File: src/rtl/calc_pkg.sv
// Shared definitions for the calculator operand-entry datapath.
package calc_pkg;

    localparam int DIGIT_W = 4;

    typedef enum logic [1:0] {
        ST_EDIT = 2'd0,
        ST_CONV = 2'd1,
        ST_HOLD = 2'd2
    } state_t;

    function automatic int clog2(input int v);
        int r;
        r = 0;
        for (int i = 0; i < 32; i++) begin
            if ((1 << r) < v) r = r + 1;
        end
        return r;
    endfunction

endpackage

File: src/rtl/digit_entry_unit_if.sv
// Result handshake between the digit entry unit and the ALU operand input.
interface digit_entry_unit_if #(parameter int BW = 27);

    logic [BW-1:0] bin_value;
    logic          bin_valid;
    logic          overflow;
    logic          out_ready;

    modport master (output bin_value, output bin_valid, output overflow, input out_ready);
    modport slave  (input bin_value, input bin_valid, input overflow, output out_ready);

endinterface

File: src/rtl/digit_modcount.sv
// Single digit up/down counter modulo RADIX; wraps in both directions.
module digit_modcount
    import calc_pkg::*;
#(
    parameter int RADIX = 10
) (
    input  logic               CLK,
    input  logic               RST,
    input  logic               en,
    input  logic               inc,
    input  logic               dec,
    input  logic               clr,
    output logic [DIGIT_W-1:0] value
);

    localparam logic [DIGIT_W-1:0] TOP = DIGIT_W'(RADIX - 1);

    // inc and dec together cancel out
    always_ff @(posedge CLK) begin
        if (RST || clr) begin
            value <= '0;
        end else if (en && inc && !dec) begin
            value <= (value == TOP) ? '0 : value + 1'b1;
        end else if (en && dec && !inc) begin
            value <= (value == '0) ? TOP : value - 1'b1;
        end
    end

endmodule

File: src/rtl/digit_entry_unit.sv
// Multi-digit operand entry register with cursor editing and a serial
// MSD-first digit-string to binary converter feeding a valid/ready result port.
module digit_entry_unit
    import calc_pkg::*;
#(
    parameter int NDIG          = 8,
    parameter int RADIX         = 10,
    parameter int BW            = 27,
    parameter int WRAP_CURSOR   = 1,
    parameter int CLR_ON_ACCEPT = 0
) (
    input  logic                      CLK,
    input  logic                      RST,
    input  logic                      up,
    input  logic                      down,
    input  logic                      left,
    input  logic                      right,
    input  logic                      clr,
    input  logic                      commit,
    output logic [DIGIT_W*NDIG-1:0]   digits,
    output logic [clog2(NDIG)-1:0]    cursor,
    output logic                      busy,
    digit_entry_unit_if.master        res
);

    localparam int CW    = clog2(NDIG);
    localparam int SW    = clog2(NDIG + 1);
    localparam int ACC_W = BW + 4;
    localparam logic [CW-1:0] CMAX = CW'(NDIG - 1);

    state_t           state;
    state_t           state_nx;
    logic             edit_ok;
    logic             start;
    logic             accept;
    logic             conv_done;
    logic             clr_digits;
    logic [ACC_W-1:0] acc;
    logic [ACC_W-1:0] acc_step;
    logic [CW-1:0]    idx;
    logic [SW-1:0]    steps;
    logic             ovf;

    always_ff @(posedge CLK) begin
        if (RST) begin
            state <= ST_EDIT;
        end else begin
            state <= state_nx;
        end
    end

    always_comb begin
        state_nx = state;
        case (state)
            ST_EDIT: if (commit && !clr) state_nx = ST_CONV;
            ST_CONV: if (steps == SW'(NDIG)) state_nx = ST_HOLD;
            ST_HOLD: if (res.out_ready) state_nx = ST_EDIT;
            default: state_nx = ST_EDIT;
        endcase
    end

    // clr beats commit, and commit suppresses any edits in the same cycle
    always_comb begin
        busy          = (state != ST_EDIT);
        res.bin_valid = (state == ST_HOLD);
        edit_ok       = (state == ST_EDIT) && !clr && !commit;
        start         = (state == ST_EDIT) && !clr && commit;
        accept        = (state == ST_HOLD) && res.out_ready;
        conv_done     = (state == ST_CONV) && (steps == SW'(NDIG));
        clr_digits    = ((state == ST_EDIT) && clr) || (accept && (CLR_ON_ACCEPT != 0));
    end

    for (genvar i = 0; i < NDIG; i++) begin : g_dig
        digit_modcount #(.RADIX(RADIX)) u_dig (
            .CLK   (CLK),
            .RST   (RST),
            .en    (cursor == CW'(i)),
            .inc   (edit_ok & up),
            .dec   (edit_ok & down),
            .clr   (clr_digits),
            .value (digits[i*DIGIT_W +: DIGIT_W])
        );
    end

    // Digit ops above see the pre-move cursor because both update on the same edge
    always_ff @(posedge CLK) begin
        if (RST || clr_digits) begin
            cursor <= '0;
        end else if (edit_ok && left && !right) begin
            if (cursor == CMAX) cursor <= (WRAP_CURSOR != 0) ? '0 : CMAX;
            else                cursor <= cursor + 1'b1;
        end else if (edit_ok && right && !left) begin
            if (cursor == '0) cursor <= (WRAP_CURSOR != 0) ? CMAX : '0;
            else              cursor <= cursor - 1'b1;
        end
    end

    assign acc_step = acc * ACC_W'(RADIX) + ACC_W'(digits[idx*DIGIT_W +: DIGIT_W]);

    // The extra CONV cycle after the last step is spent on the HOLD transition
    always_ff @(posedge CLK) begin
        if (RST) begin
            acc   <= '0;
            idx   <= '0;
            steps <= '0;
            ovf   <= 1'b0;
        end else if (start) begin
            acc   <= '0;
            idx   <= CMAX;
            steps <= '0;
            ovf   <= 1'b0;
        end else if ((state == ST_CONV) && !conv_done) begin
            acc   <= acc_step;
            idx   <= idx - 1'b1;
            steps <= steps + 1'b1;
            if (acc_step[ACC_W-1:BW] != '0) ovf <= 1'b1;
        end else if (accept) begin
            ovf <= 1'b0;
        end
    end

    assign res.bin_value = acc[BW-1:0];
    assign res.overflow  = ovf;

endmodule

File: src/flat_wrapper.sv
// flat-port wrapper written by rule: the top's interface ports become plain ports
module digit_entry_unit_flat import calc_pkg::*;
#(
    parameter int NDIG          = 8,
    parameter int RADIX         = 10,
    parameter int BW            = 27,
    parameter int WRAP_CURSOR   = 1,
    parameter int CLR_ON_ACCEPT = 0
)
  (CLK, RST, up, down, left, right, clr, commit, digits, cursor, busy, res_bin_value, res_bin_valid, res_overflow, res_out_ready);
  digit_entry_unit_if #(.BW(BW)) res_i ();
  input  logic CLK;
  input  logic RST;
  input  logic up;
  input  logic down;
  input  logic left;
  input  logic right;
  input  logic clr;
  input  logic commit;
  output logic [DIGIT_W*NDIG-1:0] digits;
  output logic [clog2(NDIG)-1:0] cursor;
  output logic busy;
  output wire logic [$bits(res_i.bin_value)-1:0] res_bin_value;
  output wire logic [$bits(res_i.bin_valid)-1:0] res_bin_valid;
  output wire logic [$bits(res_i.overflow)-1:0] res_overflow;
  input wire logic [$bits(res_i.out_ready)-1:0] res_out_ready;
  assign res_bin_value = res_i.bin_value;
  assign res_bin_valid = res_i.bin_valid;
  assign res_overflow = res_i.overflow;
  assign res_i.out_ready = res_out_ready;
  digit_entry_unit #(.NDIG(NDIG), .RADIX(RADIX), .BW(BW), .WRAP_CURSOR(WRAP_CURSOR), .CLR_ON_ACCEPT(CLR_ON_ACCEPT)) u_core (.CLK(CLK), .RST(RST), .up(up), .down(down), .left(left), .right(right), .clr(clr), .commit(commit), .digits(digits), .cursor(cursor), .busy(busy), .res(res_i));
endmodule
File: config.mk
export PLATFORM = sky130hd
export DESIGN_NAME = digit_entry_unit_flat
export DESIGN_NICKNAME = d
export VERILOG_FILES = /design/src/rtl/calc_pkg.sv /design/src/rtl/digit_entry_unit_if.sv /design/src/rtl/digit_modcount.sv /design/src/rtl/digit_entry_unit.sv /design/src/flat_wrapper.sv
export SDC_FILE = /design/constraint.sdc
export NUM_CORES = 1
export LEC_CHECK = 0
export BUFFER_PORTS_ARGS = -buffer_cell sky130_fd_sc_hd__buf_2
export CAP_MARGIN = 5
export CORE_MARGIN = 4
export CORE_UTILIZATION = 60
export CTS_BUF_LIST = sky130_fd_sc_hd__clkbuf_2 sky130_fd_sc_hd__clkbuf_4 sky130_fd_sc_hd__clkbuf_8
export DETAILED_ROUTE_END_ITERATION = 8
export PLACE_DENSITY = 0.81
export REMOVE_ABC_BUFFERS = 1
export SETUP_SLACK_MARGIN = 0.15
export SLEW_MARGIN = 20
export SYNTH_ARGS = -nofsm -noshare
export SYNTH_HDL_FRONTEND = slang
export SYNTH_SLANG_ARGS = --single-unit
File: constraint.sdc
create_clock -name CLK -period 7 [get_ports CLK]
set_input_delay 0.7 -clock CLK [delete_from_list [all_inputs] [get_ports CLK]]
set_output_delay 0.7 -clock CLK [all_outputs]
set_load 0.05 [all_outputs]
==> flow_metrics.env, run 1 <==
export IMPL_fin_total_pwr_w=0.00111
export IMPL_crit_buf_inv=0
export IMPL_cts_htree_levels=3
export IMPL_clkSinkCount=75
export IMPL_multi_input_area_mm2=0.00521
export IMPL_buffers_from_clock_root_to_sink_at_most=2
export IMPL_finalCritPeriodShare=0.587
export IMPL_holdCritPathClass="flop to flop"
export IMPL_cts_tree="built"
export IMPL_critical_path_top_delay_family="compound AO/OA/AOI/OAI gates"
export IMPL_worst_hold_slack_ns=0.501
export IMPL_root_buffer="sky130_fd_sc_hd__clkbuf_8"
export IMPL_synth_edf_count=0
export IMPL_synth_warnings=0
export IMPL_crit_path_max_incr_delay_ns=0.44
export IMPL_finalCoreUtilization=0.654
export IMPL_grt_pass1_wl_um=30100
export IMPL_layout_nets=1007
export IMPL_layout_drive_gt1_share=0.141
export IMPL_grt_setup_unrepaired="no"
export IMPL_layout_cells_most_common_list="sky130_fd_sc_hd__nor2_1, sky130_fd_sc_hd__nand2_1, sky130_fd_sc_hd__dfxtp_1"
export IMPL_synth_cell_type_count=81
export IMPL_nFillCells=1031
export IMPL_post_cts_resized=0
export IMPL_detailedRoute_firstIterationViolations=446
export IMPL_regArea_mm2=0.00150
export IMPL_floorplan_initialDensity=0.625
export IMPL_routedLengthMet1_um=7620
export IMPL_fp_dieW_um=118
export IMPL_grt_usage=0.256
export IMPL_post_dp_hpwl_um=13100
export IMPL_synth_area_top_cells="sky130_fd_sc_hd__dfxtp_1, sky130_fd_sc_hd__ha_1, sky130_fd_sc_hd__a21oi_1"
export IMPL_floorplan_core_area_mm2=0.0116
export IMPL_avgViaCountPerCell=6.29
export IMPL_die_area_mm2=0.0139
export IMPL_synth_area_per_cell_um2=7.79
export IMPL_grt_max_degree=62
export IMPL_timing_fmax_ghz=0.244
export IMPL_place_port_buffers=73
export IMPL_timing_final_hold_violations=0
export IMPL_gp_routability_congestion=0.913
export IMPL_worst_ir_drop_vdd_mv=0.107
export IMPL_timing_critical_path_mode_cell="sky130_fd_sc_hd__ha_1"
export IMPL_crit_path_end_kind="flop"
export IMPL_cells_after_synthesis=931
export IMPL_finalWirelength_um=17800
export IMPL_drtPass1Iterations=7
export IMPL_worst_setup_path_type="flop to flop"
export IMPL_fin_crit_ns=4.11
export IMPL_worstPathCellList="ha_1 > ha_1 > fa_1 > a21o_1 > a221o_1 > a31oi_1 > xor2_1 > nor4b_4 > nand4_2 > or2_1 > o311ai_2 > o31ai_1 > a311oi_1"
export IMPL_rows=39
export IMPL_dp_worst_setup_slack_ns=2.96
export IMPL_synth_async_sr_flop_share=0
export IMPL_post_cts_setup_buffer_count=0
export IMPL_worst_endpoint_required_ns=7.28
export IMPL_timing_max_cap_violations=0
export IMPL_cts_hold_buffers_added=0
export IMPL_antenna_violating_nets_left=0
export IMPL_most_common_library_cell_in_the_layout_ignoring_fill_and_taps="sky130_fd_sc_hd__nor2_1"
export IMPL_timing_critical_path_slowest_stage_cell="sky130_fd_sc_hd__a221o_1"
export IMPL_static_leakage_power_nw=3.22
export IMPL_antenna_cells_inserted=0
export IMPL_postSynth_topFlopCell="sky130_fd_sc_hd__dfxtp_1"
export IMPL_drc=0
export IMPL_grt_antenna_before_repair=0
export IMPL_synth_seq_cells=75
export IMPL_setup_total_negative_slack_ns=0
export IMPL_maxSlewHeadroom=0.496
export IMPL_met3WireLength_um=1160
export IMPL_areaGrowthSynthToFinish_pct=4.71
export IMPL_top_layer_used="met4"
export IMPL_setup_ws_ns=2.89
export IMPL_ioPinCount=74
export IMPL_seq_area_frac_synth=0.207
export IMPL_clk_transition_reported_paths_ns=0.08
export IMPL_clk_lat_worst_skew_ns=0.38
export IMPL_synth_top_cell_by_area="sky130_fd_sc_hd__dfxtp_1"
export IMPL_outcome="completed"
export IMPL_clock_tree_skew_after_final_layout_ns=0.00786
export IMPL_final_max_slew_viol_count=0
export IMPL_startpoint_type="flop"
export IMPL_wl_met2_um=8490
export IMPL_die_y_um=118
export IMPL_synth_top_cell_area_share=0.207
export IMPL_timing_final_setup_violations=0
export IMPL_synth_area_mm2=0.00726
export IMPL_tightestPinTransition_ns=0.753
export IMPL_power_per_cell_area_mw_per_mm2=147
export IMPL_timing_critical_path_arrival_ns=4.38
export IMPL_via_count_of_the_first_global_routing_pass=6225
export IMPL_cp_max_fo=9
export IMPL_route_vias_total=6777
export IMPL_overflow=0
export IMPL_avgRoutedWirePerCell_um=16.5
export IMPL_num_cts_buffers=9
flip-flops by register name, indices dropped and copies added, names as in the netlist:
signal and flops:
u_core.g_dig.u_dig.value 32, u_core.acc 30, u_core.steps 4, u_core.cursor 3, u_core.idx 3, u_core.state 2, u_core.res.overflow 1
synth_stat cells (14+ instances only):
master                      n
sky130_fd_sc_hd__dfxtp_1   75
sky130_fd_sc_hd__a211oi_1  30
sky130_fd_sc_hd__clkbuf_1  52
sky130_fd_sc_hd__nand4_1   14
sky130_fd_sc_hd__inv_1     25
sky130_fd_sc_hd__ha_1      66
sky130_fd_sc_hd__nand3_1   21
sky130_fd_sc_hd__nor3_1    19
sky130_fd_sc_hd__a21oi_1   72
sky130_fd_sc_hd__o21ai_0   55
sky130_fd_sc_hd__a21o_1    15
sky130_fd_sc_hd__nand2_1   88
sky130_fd_sc_hd__xor2_1    30
sky130_fd_sc_hd__xnor2_1   36
sky130_fd_sc_hd__nor2_1    94
sky130_fd_sc_hd__buf_4     27
worst register-to-register path, stage by stage (launching register included):
cell and delay, ns:
sky130_fd_sc_hd__dfxtp_1 0.41, sky130_fd_sc_hd__ha_1 0.26, sky130_fd_sc_hd__ha_1 0.23, sky130_fd_sc_hd__fa_1 0.42
sky130_fd_sc_hd__a21o_1 0.24, sky130_fd_sc_hd__a221o_1 0.44, sky130_fd_sc_hd__a31oi_1 0.25, sky130_fd_sc_hd__xor2_1 0.17
sky130_fd_sc_hd__nor4b_4 0.44, sky130_fd_sc_hd__nand4_2 0.23, sky130_fd_sc_hd__or2_1 0.29, sky130_fd_sc_hd__o311ai_2 0.22
sky130_fd_sc_hd__o31ai_1 0.12, sky130_fd_sc_hd__a311oi_1 0.30
cell families after synthesis:
family / share of synthesized area
AOI/OAI and AO/OA: 0.249
DFF: 0.207
buffers and inverters: 0.0759
adders and majority gates: 0.119
xor gates and xnor gates: 0.0797
and+or+nand+nor: 0.226
muxes: 0.0438
cell type report:
cell class	instances	area share
clock inverters	2	0.00791
inverters	25	0.0124
clock buffers	13	0.0211
flip-flops and latches	75	0.198
well taps	143	0.0236
repair buffers	77	0.0520
multi-input cells	742	0.685
final timing paths:
kind | startpoint | cells past startpoint | end | slack, ns
worst min-delay path | u_core.acc[4] | 2 | u_core.acc[4] | 0.50
worst max-delay path | u_core.acc[1] | 13 | u_core.res.overflow | 2.89
worst max register to register | u_core.acc[1] | 13 | u_core.res.overflow | 2.89
worst min register to register | u_core.acc[4] | 2 | u_core.acc[4] | 0.50
report_power, final:
group          switching [W]  internal, W  total (W)
registers          0.0000204     0.000440   0.000461
logic               0.000168    0.0000910   0.000259
clock network       0.000173     0.000221   0.000394
routing by layer:
| layer | vias to the layer above | GRT usage |
|---|---|---|
| li1 | 3365 | - |
| met1 | 3129 | 0.325 |
| met2 | 242 | 0.425 |
| met3 | 41 | 0.0466 |
| met4 | 0 | 0.112 |
| met5 | - | 0 |
through the flow:
step | instance area, µm² | cells
3_3_place_gp | 7370 | 1062
3_5_place_dp | 7370 | 1062
6_report | 7600 | 1077
4_1_cts | 7590 | 1077
2_1_floorplan | 6800 | 842
5_1_grt | 7600 | 1077
Note: power is estimated with default switching activity, not from simulation.
==> inputs of run 2 (changes only) <==
Clock period 7 ns to 4.07 ns, I/O delays scaled along.
==> flow_metrics.env, run 2 (synthesis results as in run 1) <==
export IMPL_grt_usage=0.254
export IMPL_placedInstanceArea_mm2=0.00746
export IMPL_rows=39
export IMPL_finalWirelength_um=18000
export IMPL_avgViaCountPerCell=6.27
export IMPL_setup_ws_ns=0.373
export IMPL_cts_tree="built"
export IMPL_maxSlewHeadroom=0.518
export IMPL_grt_antenna_before_repair=0
export IMPL_post_dp_hpwl_um=13200
export IMPL_largestRegisters="u_core.g_dig.u_dig.value: 32 flops, u_core.acc: 30 flops, u_core.steps: 4 flops"
export IMPL_largest_reg_flops=32
export IMPL_root_buffer="sky130_fd_sc_hd__clkbuf_8"
export IMPL_clk_transition_reported_paths_ns=0.09
export IMPL_timing_critical_path_slowest_stage_cell="sky130_fd_sc_hd__a221o_2"
export IMPL_multi_input_area_mm2=0.00536
export IMPL_finalCritPeriodShare=0.908
export IMPL_buffers_from_clock_root_to_sink_at_most=2
export IMPL_fin_total_pwr_w=0.00188
export IMPL_fp_dieW_um=118
export IMPL_dp_worst_setup_slack_ns=0.135
export IMPL_die_area_mm2=0.0139
export IMPL_power_per_cell_area_mw_per_mm2=239
export IMPL_cp_max_fo=8
export IMPL_avgRoutedWirePerCell_um=16.4
export IMPL_num_cts_buffers=9
export IMPL_setup_total_negative_slack_ns=0
export IMPL_timing_final_setup_violations=0
export IMPL_layout_nets=1027
export IMPL_r2r_cells=14
export IMPL_worst_setup_path_type="flop to flop"
export IMPL_drc=0
export IMPL_static_leakage_power_nw=3.36
export IMPL_post_route_cell_area_mm2=0.00789
export IMPL_worstPathCellList="ha_1 > ha_2 > fa_2 > a21o_1 > a221o_2 > a31oi_4 > xor2_2 > nor4b_4 > buf_4 > nand4_4 > or2_4 > o311ai_2 > o31ai_1 > a311oi_1"
export IMPL_ioPinCount=74
export IMPL_worst_endpoint_required_ns=4.36
export IMPL_layout_drive_gt1_share=0.188
export IMPL_clk_lat_worst_skew_ns=0.38
export IMPL_antenna_cells_inserted=0
export IMPL_worst_ir_drop_vdd_mv=0.148
export IMPL_timing_max_cap_violations=0
export IMPL_via_count_of_the_first_global_routing_pass=6358
export IMPL_clock_tree_skew_after_final_layout_ns=0.0118
export IMPL_timing_fmax_ghz=0.271
export IMPL_nFillCells=986
export IMPL_die_y_um=118
export IMPL_place_port_buffers=73
export IMPL_antenna_violating_nets_left=0
export IMPL_registers_top_by_ff_count="u_core.g_dig.u_dig.value"
export IMPL_areaGrowthSynthToFinish_pct=8.76
export IMPL_timing_final_hold_violations=0
export IMPL_grt_max_degree=62
export IMPL_most_common_library_cell_in_the_layout_ignoring_fill_and_taps="sky130_fd_sc_hd__nor2_1"
export IMPL_cts_htree_levels=3
export IMPL_route_vias_total=6880
export IMPL_regArea_mm2=0.00150
export IMPL_timing_critical_path_arrival_ns=3.99
export IMPL_holdCritPathClass="primary input to flop"
export IMPL_final_max_slew_viol_count=0
export IMPL_outcome="completed"
export IMPL_drtPass1Iterations=7
export IMPL_detailedRoute_firstIterationViolations=399
export IMPL_grt_setup_unrepaired="no"
export IMPL_overflow=0
export IMPL_clkSinkCount=75
export IMPL_floorplan_core_area_mm2=0.0116
export IMPL_grt_pass1_wl_um=30100
export IMPL_floorplan_initialDensity=0.625
export IMPL_fin_crit_ns=3.70
export IMPL_tightestPinTransition_ns=0.722
export IMPL_layout_cells_most_common_list="sky130_fd_sc_hd__nor2_1, sky130_fd_sc_hd__nand2_1, sky130_fd_sc_hd__buf_2, sky130_fd_sc_hd__dfxtp_1, sky130_fd_sc_hd__a21oi_1"
export IMPL_whs_path_depth=2
export IMPL_crit_path_end_kind="flop"
export IMPL_gp_routability_congestion=0.921
export IMPL_crit_path_max_incr_delay_ns=0.45
export IMPL_startpoint_type="flop"
==> run 2: changes by cell type in the layout (fill, tap and decap cells not counted), sizes merged <==
cell / change
buf: +20
bufinv: -1
clkbuf: -1
clkinv: +2
clkinvlp: +1
==> run 2: path summary, 6_finish.rpt <==
path / from / end / slack (ns)
worst max-delay path: u_core.acc[3] / u_core.res.overflow / 0.37
worst min-delay path: RST / u_core.idx[1] / 0.28
worst min register to register: u_core.acc[3] / u_core.acc[3] / 0.48
worst max register to register: u_core.acc[3] / u_core.res.overflow / 0.37
==> run 2: metrics by stage <==
| step | utilization | hold slack [ns] | cells |
|---|---|---|---|
| global route | 0.679 | 0.298 | 1098 |
| finish | 0.679 | 0.284 | 1098 |
| global placement | 0.643 | 0.478 | 1074 |
| CTS | 0.663 | 0.279 | 1091 |
| detailed placement | 0.643 | 0.486 | 1074 |
| floorplan | - | 0.466 | 842 |
==> run 2: critical path, delay by kind of cell, from the launching register on <==
kind,cells,cell delay [ns]
buffers and inverters,1,0.17
DFF,1,0.34
AOI/OAI and AO/OA,6,1.45
xor gates and xnor gates,1,0.14
adders and majority gates,3,0.84
and+or+nand+nor,3,0.67
==> run 2: power by group <==
part | switching [W] | leakage (nW) | internal (W)
registers | 0.0000340 | 0.608 | 0.000757
logic | 0.000292 | 2.64 | 0.000166
clock network | 0.000303 | 0.108 | 0.000332
total | 0.000629 | 3.36 | 0.00126
==> run 2: layer usage <==
metal,track usage,routed length [µm]
met3,0.0437,1160
met5,0,0
met4,0.0960,440
met1,0.323,7800
met2,0.429,8600
==> run 2: area by class of cell <==
cell class                      count  area share
Clock buffer                       12      0.0209
Clock inverter                      4     0.00603
Inverter                           25      0.0119
Multi-Input combinational cell    742       0.679
Sequential cell                    75       0.191
Tap cell                          143      0.0227
Timing Repair Buffer               97      0.0691
==> run 2: what timing repair did <==
action,4_1_cts,5_1_grt
gates cloned,0,0
hold endpoints to repair,0,0
pin swaps,1,13
gates resized for setup,4,35
buffers inserted,1,7
endpoints found under the setup margin,1,10
hold buffers,0,0
